### src/rtl/fan_cfg_sequencer.sv
// fan_cfg_sequencer: configuration front-end of the fan controller.
// Bytes arrive on a slow strobe port and are assembled into the register
// set used by the PID loop: setpoint, Kp, Ki and Kd.
//
// Data path:  pins -> synchroniser -> staging -> shadow -> outputs.
// A config transaction fills the staging copy. The staging copy is moved
// into the shadow set only once the transaction is complete. The shadow
// set reaches the outputs only on a PID tick, so the loop never sees a
// half-written parameter set.
//
// Optional feature: define CFG_CHECKSUM_EN to require a trailing mod-256
// checksum byte (header + payload) on every config transaction.

module fan_cfg_sequencer #(
    parameter int SYNC_STAGES = 2,
    parameter int TIMEOUT_CYC = 4096
) (
    input  logic       clk,
    input  logic       rst,
    input  logic [7:0] data_i,
    input  logic       data_valid_i,
    input  logic       config_en_i,
    input  logic       pid_tick_i,
    output logic [7:0] setpoint_o,
    output logic [7:0] kp_o,
    output logic [7:0] ki_o,
    output logic [7:0] kd_o,
    output logic       commit_o,
    output logic       cfg_busy_o,
    output logic       cfg_err_o
);

    // state    | meaning
    // ---------+----------------------------------------------------------
    // ST_IDLE  | waiting for a setpoint byte or a config header
    // ST_PAYLD | receiving payload bytes into the staging copy
    // ST_CHECK | waiting for the checksum byte (checksum builds only)
    typedef enum logic [1:0] {
        ST_IDLE  = 2'd0,
        ST_PAYLD = 2'd1,
        ST_CHECK = 2'd2
    } state_t;

    localparam int TW = $clog2(TIMEOUT_CYC + 1);
    localparam logic [TW-1:0] TMO_LAST = TW'(TIMEOUT_CYC - 1);

    // Synchroniser chains; index SYNC_STAGES-1 is the oldest (safe) stage.
    logic [SYNC_STAGES-1:0]      vld_sync_q, vld_sync_d;
    logic [SYNC_STAGES-1:0]      en_sync_q, en_sync_d;
    logic [SYNC_STAGES-1:0][7:0] dat_sync_q, dat_sync_d;
    logic                        vld_prev_q, vld_prev_d;

    logic       stb;
    logic       en_s;
    logic [7:0] byte_s;

    state_t          state_q, state_d;
    logic [1:0]      addr_q, addr_d;
    logic [2:0]      rem_q, rem_d;
    logic [TW-1:0]   tmo_q, tmo_d;
    logic [3:0][7:0] staging_q, staging_d;
    logic [3:0][7:0] shadow_q, shadow_d;
    logic            pending_q, pending_d;
    logic [3:0][7:0] out_q, out_d;
    logic            commit_q, commit_d;
    logic            err_q, err_d;
`ifdef CFG_CHECKSUM_EN
    logic [7:0]      csum_q, csum_d;
`endif

    logic complete;
    logic sp_write;
    logic err_set;
    logic commit_now;

    // Shift the raw pins through the synchroniser and keep the last synced valid.
    always_comb begin
        vld_sync_d = {vld_sync_q[SYNC_STAGES-2:0], data_valid_i};
        en_sync_d  = {en_sync_q[SYNC_STAGES-2:0], config_en_i};
        dat_sync_d = {dat_sync_q[SYNC_STAGES-2:0], data_i};
        vld_prev_d = vld_sync_q[SYNC_STAGES-1];
    end

    // Rising edge of the synced valid; data and enable come from the same stage.
    always_comb begin
        stb    = vld_sync_q[SYNC_STAGES-1] & ~vld_prev_q;
        en_s   = en_sync_q[SYNC_STAGES-1];
        byte_s = dat_sync_q[SYNC_STAGES-1];
    end

    // Transaction FSM: next state, staging/shadow updates, timeout handling.
    always_comb begin
        state_d   = state_q;
        addr_d    = addr_q;
        rem_d     = rem_q;
        tmo_d     = tmo_q;
        staging_d = staging_q;
        shadow_d  = shadow_q;
        complete  = 1'b0;
        sp_write  = 1'b0;
        err_set   = 1'b0;
`ifdef CFG_CHECKSUM_EN
        csum_d    = csum_q;
`endif

        case (state_q)
            ST_IDLE: begin
                tmo_d = '0;
                if (stb) begin
                    if (!en_s) begin
                        shadow_d[0] = byte_s;
                        sp_write    = 1'b1;
                    end else if (byte_s[7:4] == 4'hA) begin
                        addr_d    = byte_s[1:0];
                        rem_d     = {1'b0, byte_s[3:2]} + 3'd1;
                        staging_d = shadow_q;
`ifdef CFG_CHECKSUM_EN
                        csum_d    = byte_s;
`endif
                        state_d   = ST_PAYLD;
                    end else begin
                        err_set = 1'b1;
                    end
                end
            end

            ST_PAYLD: begin
                if (stb) begin
                    tmo_d = '0;
                    if (en_s) begin
                        staging_d[addr_q] = byte_s;
                        addr_d            = addr_q + 2'd1;
                        rem_d             = rem_q - 3'd1;
`ifdef CFG_CHECKSUM_EN
                        csum_d            = csum_q + byte_s;
`endif
                        if (rem_q == 3'd1) begin
`ifdef CFG_CHECKSUM_EN
                            state_d  = ST_CHECK;
`else
                            complete = 1'b1;
                            state_d  = ST_IDLE;
`endif
                        end
                    end else begin
                        err_set = 1'b1;
                        state_d = ST_IDLE;
                    end
                end else if (tmo_q == TMO_LAST) begin
                    tmo_d   = '0;
                    err_set = 1'b1;
                    state_d = ST_IDLE;
                end else begin
                    tmo_d = tmo_q + TW'(1);
                end
            end

`ifdef CFG_CHECKSUM_EN
            ST_CHECK: begin
                if (stb) begin
                    tmo_d   = '0;
                    state_d = ST_IDLE;
                    if (en_s && (byte_s == csum_q)) begin
                        complete = 1'b1;
                    end else begin
                        err_set = 1'b1;
                    end
                end else if (tmo_q == TMO_LAST) begin
                    tmo_d   = '0;
                    err_set = 1'b1;
                    state_d = ST_IDLE;
                end else begin
                    tmo_d = tmo_q + TW'(1);
                end
            end
`endif

            default: begin
                state_d = ST_IDLE;
                tmo_d   = '0;
            end
        endcase

        // staging_d already holds the final payload byte when completing from ST_PAYLD.
        if (complete) begin
            shadow_d = staging_d;
        end
    end

    // Commit the shadow set on a tick; new data landing on the same edge stays pending.
    always_comb begin
        commit_now = pid_tick_i & pending_q;
        out_d      = out_q;
        commit_d   = commit_now;
        pending_d  = pending_q;
        err_d      = err_q;

        if (commit_now) begin
            out_d     = shadow_q;
            pending_d = 1'b0;
            err_d     = 1'b0;
        end
        if (complete || sp_write) begin
            pending_d = 1'b1;
        end
        if (err_set) begin
            err_d = 1'b1;
        end
    end

    // State and data registers; reset discards any partial transaction.
    always_ff @(posedge clk or posedge rst) begin
        if (rst) begin
            vld_sync_q <= '0;
            en_sync_q  <= '0;
            dat_sync_q <= '0;
            vld_prev_q <= 1'b0;
            state_q    <= ST_IDLE;
            addr_q     <= '0;
            rem_q      <= '0;
            tmo_q      <= '0;
            staging_q  <= '0;
            shadow_q   <= '0;
            pending_q  <= 1'b0;
            out_q      <= '0;
            commit_q   <= 1'b0;
            err_q      <= 1'b0;
`ifdef CFG_CHECKSUM_EN
            csum_q     <= '0;
`endif
        end else begin
            vld_sync_q <= vld_sync_d;
            en_sync_q  <= en_sync_d;
            dat_sync_q <= dat_sync_d;
            vld_prev_q <= vld_prev_d;
            state_q    <= state_d;
            addr_q     <= addr_d;
            rem_q      <= rem_d;
            tmo_q      <= tmo_d;
            staging_q  <= staging_d;
            shadow_q   <= shadow_d;
            pending_q  <= pending_d;
            out_q      <= out_d;
            commit_q   <= commit_d;
            err_q      <= err_d;
`ifdef CFG_CHECKSUM_EN
            csum_q     <= csum_d;
`endif
        end
    end

    assign setpoint_o = out_q[0];
    assign kp_o       = out_q[1];
    assign ki_o       = out_q[2];
    assign kd_o       = out_q[3];
    assign commit_o   = commit_q;
    assign cfg_busy_o = (state_q != ST_IDLE);
    assign cfg_err_o  = err_q;

endmodule

### config.mk
export PLATFORM = sky130hd
export DESIGN_NAME = fan_cfg_sequencer
export DESIGN_NICKNAME = d
export VERILOG_FILES = /design/src/rtl/fan_cfg_sequencer.sv
export SDC_FILE = /design/constraint.sdc
export NUM_CORES = 1
export LEC_CHECK = 0
export BUFFER_PORTS_ARGS = -buffer_cell sky130_fd_sc_hd__buf_2
export CAP_MARGIN = 25
export CORE_MARGIN = 8
export CORE_UTILIZATION = 45
export CTS_CLUSTER_SIZE = 10
export DETAILED_ROUTE_END_ITERATION = 7
export GPL_ROUTABILITY_DRIVEN = 0
export SKIP_CTS_REPAIR_TIMING = 1
export SYNTH_ARGS = -nofsm -noshare
export SYNTH_HDL_FRONTEND = slang
export SYNTH_SLANG_ARGS = --single-unit
export TNS_END_PERCENT = 30
### constraint.sdc
create_clock -name clk -period 8.3 [get_ports clk]
set_input_delay 1.66 -clock clk [delete_from_list [all_inputs] [get_ports clk]]
set_output_delay 1.66 -clock clk [all_outputs]
set_load 0.05 [all_outputs]
# Word level (Yosys, flattened, before mapping)
# Cells that the tools add are included.
# op_classes
magnitude_cmp	2
eq_ne	12
n_addsub	4
bitwise_logic	3
muxes	52
reduce_logical	12
# ops
op	n
2-to-1 mux 32 bit	5
one-hot mux 32 bit (2 select lines)	1
2-to-1 mux 8 bit	5
2-to-1 mux 13 bit	3
bitwise mux 32 bit	1
2-to-1 mux 2 bit	12
demux 8 bit (select 2 bit)	1
2-to-1 mux 1 bit	15
2-to-1 mux 3 bit	5
adder 13 x 1 -> 13 bit, second input constant	1
== test 13 x 12 -> 1 bit, second input constant	1
nonzero test 2 bit	6
inequality test 2 bit, second input constant	5
one-hot mux 2 bit (2 select lines)	2
one-hot mux 3 bit (2 select lines)	1
AND reduction 6 bit	1
AND reduction 5 bit	1
== test 4 bit, second input constant	1
inequality test 4 bit, second input constant	1
adder 2 x 1 -> 3 bit, second input constant	1
== test 3 x 1 -> 1 bit, second input constant	1
less-than comparator 2 x 3 -> 1 bit, second input constant	1
inequality test 3 bit, second input constant	1
AND reduction 3 bit	1
other kinds (11)	12
# totals
ff_bits	140
elab_cells	109
input_bits	13
out_inout_bits	35

# Longest topological paths before layout
# Gate-level depths: netlist of the first run.
# depth
word_depth	9
mapped_depth	8
depth_no_buf	6

# Least setup slack after synthesis of the first run
# OpenSTA, ideal clock, no wires.
# synth_path
path_kind	input-to-reg
from	input pid_tick_i
to	register out_q, in the netlist kd_o[0]
setup_time_ns	0.125
t_arrival_ns	2.517
n_path_buf	1
stages	3
slack_ns	5.658
cell_sequence	nand2_1 > clkbuf_1 > mux2_2
# synth_via
elab_chain_cells	1
# synth_rtl
item	line_no	rtl
start, declared	23	input logic pid_tick_i,
bitwise AND 1 bit	192	commit_now = pid_tick_i & pending_q;
end signal, assigned	243	out_q <= out_d;
end, declared	64	logic [3:0][7:0] out_q, out_d;
# Every way passes these cells.
# A chain may end at the register's enable or synchronous reset.

# Final worst setup path of the first run
# layout_path
from	register out_q, in the netlist kd_o[1]
to	output kd_o[1]
# layout_rtl
item	line_no	rtl
end, declared	27	output logic [7:0] kd_o,
# No word-level cell between the ends.

==> results.md, run 1 <==
* Status: complete, no violations
* Reg2reg start: state_q[0]$_DFFE_PP0P_
* GR peak layer: met2
* H-tree depth at 4
* Die width at 132.4 microns
* Critical Path Source: kd_o[1]$_DFFE_PP0P_
* Worst-margin pin slew at 932.7 ps
* Critical-path cell list: buf_2
* Initial antenna violation count at 0
* All-Layer GR Usage at 14.92%
* Routed wire length at 12550 microns
* Worst Path Buf+Inv at 1
* Vias/cell at 5.309
* Antenna viol nets, final at 0
* Syn Inst Count at 489
* Vias in the first global route at 4041
* Ant. Diodes at 0
* Ys Warns at 0
* Die area at 17540 sq um
* CP peak stage delay at 380 ps
* Seq cells post-synth at 139
* VDD IR-drop max at 0.1247 mV
* WS Path Type: flip-flop to primary output
* RSZ-0062 raised after global routing: false
* Crit start category: flip-flop
* Relative slew margins at 37.82%
* Fin. Hold Viols at 0
* Hold WC Path Type: flip-flop to flip-flop
* Fill cells at 1151
* Chip height at 132.4 microns
* CORE AREA at 13240 sq um
* Post-Route Setup TNS at 0 ps
* Hold Path Depth at 0
* Max Slew Vio Count at 0
* Final setup viols at 0
* CP arrival at 1080 ps
* GR Util met1 at 19.00%
* Layout cells sized above 1 at 30.66%
* Row cnt at 42
* Reg2Reg Setup Slack at 5790 ps
* Register-to-Register Path Depth at 6
* Data required time of the critical path at 6640 ps
* Max Fclk at 364.7 MHz
* Leakage at 3.507 nW
* Gr ovfl total at 0
* Hold slack at 346.2 ps
* Number of synthesized flops with an enable pin at 0
* Root Buffer: clkbuf_16
* Yosys cell types at 46
* Detailed Place HPWL at 7806 microns
* M2 GR Usage at 23.02%
* Most common flop cell mapped by yosys: dfrtp_1
* Levels on crit path at 1
* Worst skew pair latency at 420 ps
* Drt pass-1 iters at 5
* First-pass GRT wire length at 20920 microns
* Layout area overhead at 15.53%
* Asr flop ratio synth at 100.0%
* Final min period at 2742 ps
* Clk_skew at 7.595 ps
* IO Count at 48
* Port Buf Inserts at 47
* CP top delay family: flip-flops
* Synth Cell Area at 6101 sq um
* DRC violations left at 0
* Nets at 556
* Clk buf depth at 2
* Crit share post-route at 33.03%
* Effective utilization at floorplan at 46.07%
* Register area share after synthesis at 57.01%
* Max-cap violations at 0
* Pwr dens at 289.8 nW/um^2
* CTS Sinks at 139
* Avg Inst Size Synth at 12.48 sq um
* CP Capture Type: primary output
* CP max FO at 2
* DR vias at 3844
* Largest net degree at the start of global routing at 79
* Clock slew at reported path FFs at 50 ps
* Number of CTS-inserted buffers at 17
* Layout Cells excl Fill at 724
* Slowest CP cell: dfrtp_1
* Wirelength per Cell at 17.33 microns
* Initial drt markers at 237
* M3 GR Usage at 4.769%
* CTS tree: yes
* Placed cell count at 691
* HP Start: dat_sync_d[11]$_DFF_PP0_
* Mapped Nets at 510
## worst paths after layout
check | to
min reg2reg | byte_s[3]$_DFF_PP0_
max | kd_o[1]
max reg2reg | shadow_q[29]$_DFFE_PP0P_
max in group asynchronous | staging_q[21]$_DFF_PP0_
min in group asynchronous | dat_sync_d[11]$_DFF_PP0_
min | byte_s[3]$_DFF_PP0_
## stage by stage
stage	power, mW	utilization (%)	area (sq um)	setup WS, ps
2_1_floorplan	1.195	-	6101	2915
3_5_place_dp	1.289	48.42	6412	5058
6_report	2.043	53.22	7048	5558
5_1_grt	2.144	53.22	7048	5511
4_1_cts	2.068	53.01	7020	5512
3_3_place_gp	1.259	48.42	6412	5101
## cells by family (layout without fill, tap and decap cells)
logic type	after synthesis	in the layout	synth area share [%]
and+or+nand+nor	121	121	9.537
xor gates and xnor gates	10	10	1.436
buffers and inverters	35	94	3.569
adders and majority gates	8	8	1.641
DFF	139	139	57.01
AOI/OAI and AO/OA	93	93	12.53
muxes	83	83	14.27
## flip-flops by register name, indices dropped and copies added (netlist names), 2 cells and up
name        flops
shadow_q       32
staging_q      32
tmo_q          13
byte_s          8
dat_sync_d      8
kd_o            8
ki_o            8
kp_o            8
setpoint_o      8
rem_q           3
addr_q          2
en_sync_q       2
vld_sync_q      2
## final cells by class
type                    count  area [sq um]  share of cell area, %
inverters                  10         42.54                 0.6036
multi-input cells         315          2405                  34.12
clock buffers              26         499.2                  7.083
well taps                 176         220.2                  3.124
clock inverters             6         108.9                  1.544
repair buffers             52         292.8                  4.154
flip-flops and latches    139          3480                  49.37
## layout by cell type (no fill, tap or decap), drive strengths merged, types with 4 or more instances in the layout
master and instances:
o21ai 33, clkbuf 26, o221a 5, nand3 8, nor2 13, buf 52
dfrtp 139, nand4 4, inv 10, ha 8, xor2 8, mux2 32
mux2i 51, nor3 5, or3 6, a21oi 25, nand2 68, a22oi 23
## power by group
group	internal, mW	switching [mW]	total [mW]
sequential	0.798	0.0795	0.877
combinational	0.161	0.235	0.395
clock	0.504	0.266	0.770
total	1.46	0.580	2.04
## cells in the mapped netlist, types with 2 or more instances
cell type / n / share of area, %
o21ai_0: 32 / 2.6
o221a_2: 5 / 0.92
buf_12: 2 / 0.66
a21oi_2: 20 / 2.9
nand4_1: 4 / 0.41
dfrtp_1: 139 / 57
nor3b_1: 2 / 0.25
mux2_2: 32 / 5.9
nand2_2: 4 / 0.41
clkbuf_1: 5 / 0.31
and4_1: 2 / 0.29
buf_4: 5 / 0.62
o211ai_1: 2 / 0.25
nor3_1: 5 / 0.41
or3_1: 6 / 0.62
xnor2_1: 2 / 0.29
nand3_1: 8 / 0.66
nand2_1: 64 / 3.9
a22oi_2: 20 / 4.1
and3b_1: 2 / 0.29
buf_2: 10 / 0.82
a22oi_1: 3 / 0.37
mux2i_1: 51 / 8.4
ha_1: 8 / 1.6
and2_1: 2 / 0.21
xor2_1: 8 / 1.1
a21oi_1: 5 / 0.41
nand2b_1: 2 / 0.21
inv_1: 10 / 0.62
nor2_1: 13 / 0.80
## metal layers
layer	part of all wire, %	up-vias
met2	48	54
met5	0	-
met4	1.5	0
li1	-	1824
met1	47	1951
met3	3.8	15
Power figures use the tool's default switching activity.
==> run 2, diff against run 1 <==
Settings changed: ABC_AREA from default to 1.
Clock period 8.3 ns to 2.8 ns, I/O delays scaled along.
==> results.md, run 2 <==
* Status: complete, no violations
* CP most frequent cell: nand2_2
* Relative slew margins at 47.93% (+10 points)
* VDD IR-drop max at 0.4028 mV (+220%)
* Slowest CP cell: nand2_2
* CP Capture Type: flip-flop
* Die width at 134.2 microns (+1.3%)
* CP peak stage delay at 530 ps (+150 ps)
* Most common cell after layout, fill and taps aside: nand2_1
* Max-cap violations at 0 (unchanged)
* WS Path Type: flip-flop to flip-flop
* Layout Cells excl Fill at 1003 (+39%)
* H-tree depth at 4 (unchanged)
* Clk_skew at 8.033 ps (+0.4374 ps)
* IO Count at 48 (unchanged)
* Switching power at 1.766 mW (+200%)
* First-pass GRT wire length at 24580 microns (+18%)
* Nets at 831 (+49%)
* Final setup viols at 0 (unchanged)
* DR vias at 5046 (+31%)
* Routed wire length at 14370 microns (+15%)
* Antenna viol nets, final at 0 (unchanged)
* Initial antenna violation count at 0 (unchanged)
* DRC violations left at 0 (unchanged)
* Port Buf Inserts at 47 (unchanged)
* Area leader, netlist: dfrtp_1
* Fin. Hold Viols at 0 (unchanged)
* Data required time of the critical path at 3140 ps (-3500 ps)
* RSZ-0062 raised after global routing: false
* Layout area overhead at 17.14%
* Sequential share of power at 39.1% (-3.9 points)
* Final min period at 2144 ps
* Worst skew pair latency at 420 ps (about the same)
* Most frequent cells in the layout: 275 x nand2_1, 139 x dfrtp_1, 112 x nand3_1
* Ys Warns at 0 (unchanged)
* Synth top cells by count: 276 x nand2_1, 139 x dfrtp_1, 112 x nand3_1
* Clock share of power at 42.2% (+4.5 points)
* Reg2Reg Setup Slack at 660 ps (-5130 ps)
* Worst-margin pin slew at 781.1 ps (-151.6 ps)
* Max Fclk at 466.5 MHz
* Cell-internal power at 4.487 mW (+210%)
* Wire length on met3 at 821 microns (+71%)
* Critical-path cell list: inv_2 -> nand2_2 -> nor2_8 -> nand2_2 -> nand2_2 -> o21ai_1 -> a21boi_1
* Vias in the first global route at 5034 (+25%)
* Layout cells sized above 1 at 13.00% (-18 points)
* Gr ovfl total at 0 (unchanged)
* Avg Inst Size Synth at 8.183 sq um (-34%)
* Seq cells post-synth at 139 (unchanged)
* CP arrival at 2480 ps (+1400 ps)
* Asr flop ratio synth at 100.0% (unchanged)
* Routed met2 length at 6640 microns (+11%)
* All-Layer GR Usage at 17.12% (+2.2 points)
* Number of CTS-inserted buffers at 17 (unchanged)
* Wirelength per Cell at 14.33 microns (-17%)
* Row cnt at 43 (+2.4%)
* Max Slew Vio Count at 0 (unchanged)
* Pwr dens at 849.3 nW/um^2 (+190%)
* Leakage at 3.939 nW (+12%)
* Register area share after synthesis at 55.35% (-1.7 points)
* Hold WC Path Type: primary input to flip-flop
* Met1 WL at 6617 microns (+13%)
* Most common flop cell mapped by yosys: dfrtp_1
* Most common cell in the netlist: nand2_1
* Vias/cell at 5.031 (-5.2%)
* Chip height at 134.2 microns (+1.3%)
* Ant. Diodes at 0 (unchanged)
* Post-Route Setup TNS at 0 ps (unchanged)
* Placed cell count at 971 (+41%)
* Mapped Nets at 789 (+55%)
* CTS tree: yes
* CTS Sinks at 139 (unchanged)
* Clk buf depth at 2 (unchanged)
* Max Used Layer: met4
* Largest regs: shadow_q x32, staging_q x32, tmo_q x13
* CP max FO at 33 (+31)
* Effective utilization at floorplan at 45.63% (-0.44 points)
* Number of synthesized flops with an enable pin at 0 (unchanged)
* Top cells by area, synth: dfrtp_1 55%, nand2_1 16%, nand3_1 8.9%
* Largest net degree at the start of global routing at 140 (+77%)
* Synth Cell Area at 6285 sq um (+3.0%)
* Drt pass-1 iters at 5 (unchanged)
* Detailed Place HPWL at 9032 microns (+16%)
* Syn Inst Count at 768 (+57%)
* Synth top area share at 55.35% (-1.7 points)
* Comb pwr share at 18.7% (-0.7 points)
* Root Buffer: clkbuf_16
* Switching part of the total power at 28.25% (-0.15 points)
* Crit share post-route at 76.56%
* Initial drt markers at 411 (+73%)
* CORE AREA at 13770 sq um (+4.0%)
* Die area at 18000 sq um (+2.7%)
* Yosys cell types at 28 (-39%)
* Clock slew at reported path FFs at 60 ps (about the same)
* Crit start category: flip-flop
## run 2: cell types whose count changed in the layout (fill, tap and decap cells not counted), moves of 5 or more
cell,delta
inv_1,+79
mux2_2,-32
a22oi_2,-20
nor2_1,+6
a21oi_2,-20
inv_2,+8
or3_1,-6
o221a_2,-5
o21ai_0,+15
nand2_1,+211
nand3_1,+104
mux2i_1,-51
## run 2: stage by stage
step	setup slack, ps	util, %	hold slack, ps	area (sq um)	power (mW)
after CTS	669.8	53.45	221.7	7362	6.308
after global placement	727.4	48.38	336.6	6664	3.601
final	656.4	53.45	238.3	7362	6.253
after global routing	479.2	53.45	219.7	7362	6.607
after floorplan	504.9	-	331.2	6289	3.371
after detailed placement	673.0	48.38	334.7	6664	3.636
## run 2: cell families (layout without fill, tap and decap cells)
family | Yosys count | count (layout) | share of synthesized area [%]
and+or+nand+nor | 421 | 421 | 28.33
DFF | 139 | 139 | 55.35
buffers and inverters | 132 | 187 | 8.581
AOI/OAI and AO/OA | 59 | 59 | 4.898
xor gates and xnor gates | 9 | 9 | 1.254
adders and majority gates | 8 | 8 | 1.593
## run 2: power groups by stage
stage                     Combinational (mW)  Sequential, mW  Clock, mW
final                                   1.17            2.45       2.64
after global placement                  1.13            2.47          0
after CTS                               1.17            2.45       2.69
after detailed placement                1.15            2.48          0
after floorplan                        0.767            2.60          0
after global routing                    1.35            2.49       2.77
## run 2: path summary, 6_finish.rpt
kind                                                 end                startpoint  depth (start not counted)
worst max-delay path                rem_q[2]$_DFFE_PP0P_      vld_prev_q$_DFF_PP0_                          7
worst min-delay path            dat_sync_d[12]$_DFF_PP0_                 data_i[4]                          1
worst max register to register      rem_q[2]$_DFFE_PP0P_      vld_prev_q$_DFF_PP0_                          7
worst min register to register       byte_s[5]$_DFF_PP0_  dat_sync_d[13]$_DFF_PP0_                          0
max in group asynchronous             tmo_q[4]$_DFF_PP0_                       rst                          3
min in group asynchronous            byte_s[3]$_DFF_PP0_                       rst                          3
## run 2: area by class of cell
| cell class | instances | area [sq um] |
|---|---|---|
| Inverter | 99 | 375.4 |
| Clock buffer | 20 | 456.7 |
| Clock inverter | 12 | 241.5 |
| Fill cell | 1315 | 6411 |
| Multi-Input combinational cell | 497 | 2270 |
| Timing Repair Buffer | 56 | 315.3 |
| Tap cell | 180 | 225.2 |
| Sequential cell | 139 | 3478 |
## run 2: per-layer routing
metal	vias up	GRT usage, %
met4	0	7.236
met2	148	26.37
met1	2398	21.89
met5	-	0
met3	24	5.236
li1	2476	-
## run 2: worst max-delay path: cells and delay by family, from the launching register on
kind                   cells  cell delay, ps
flip-flops                 1             370
buffers and inverters      1              60
AND/OR/NAND/NOR            4            1360
AO/OA/AOI/OAI              2             270
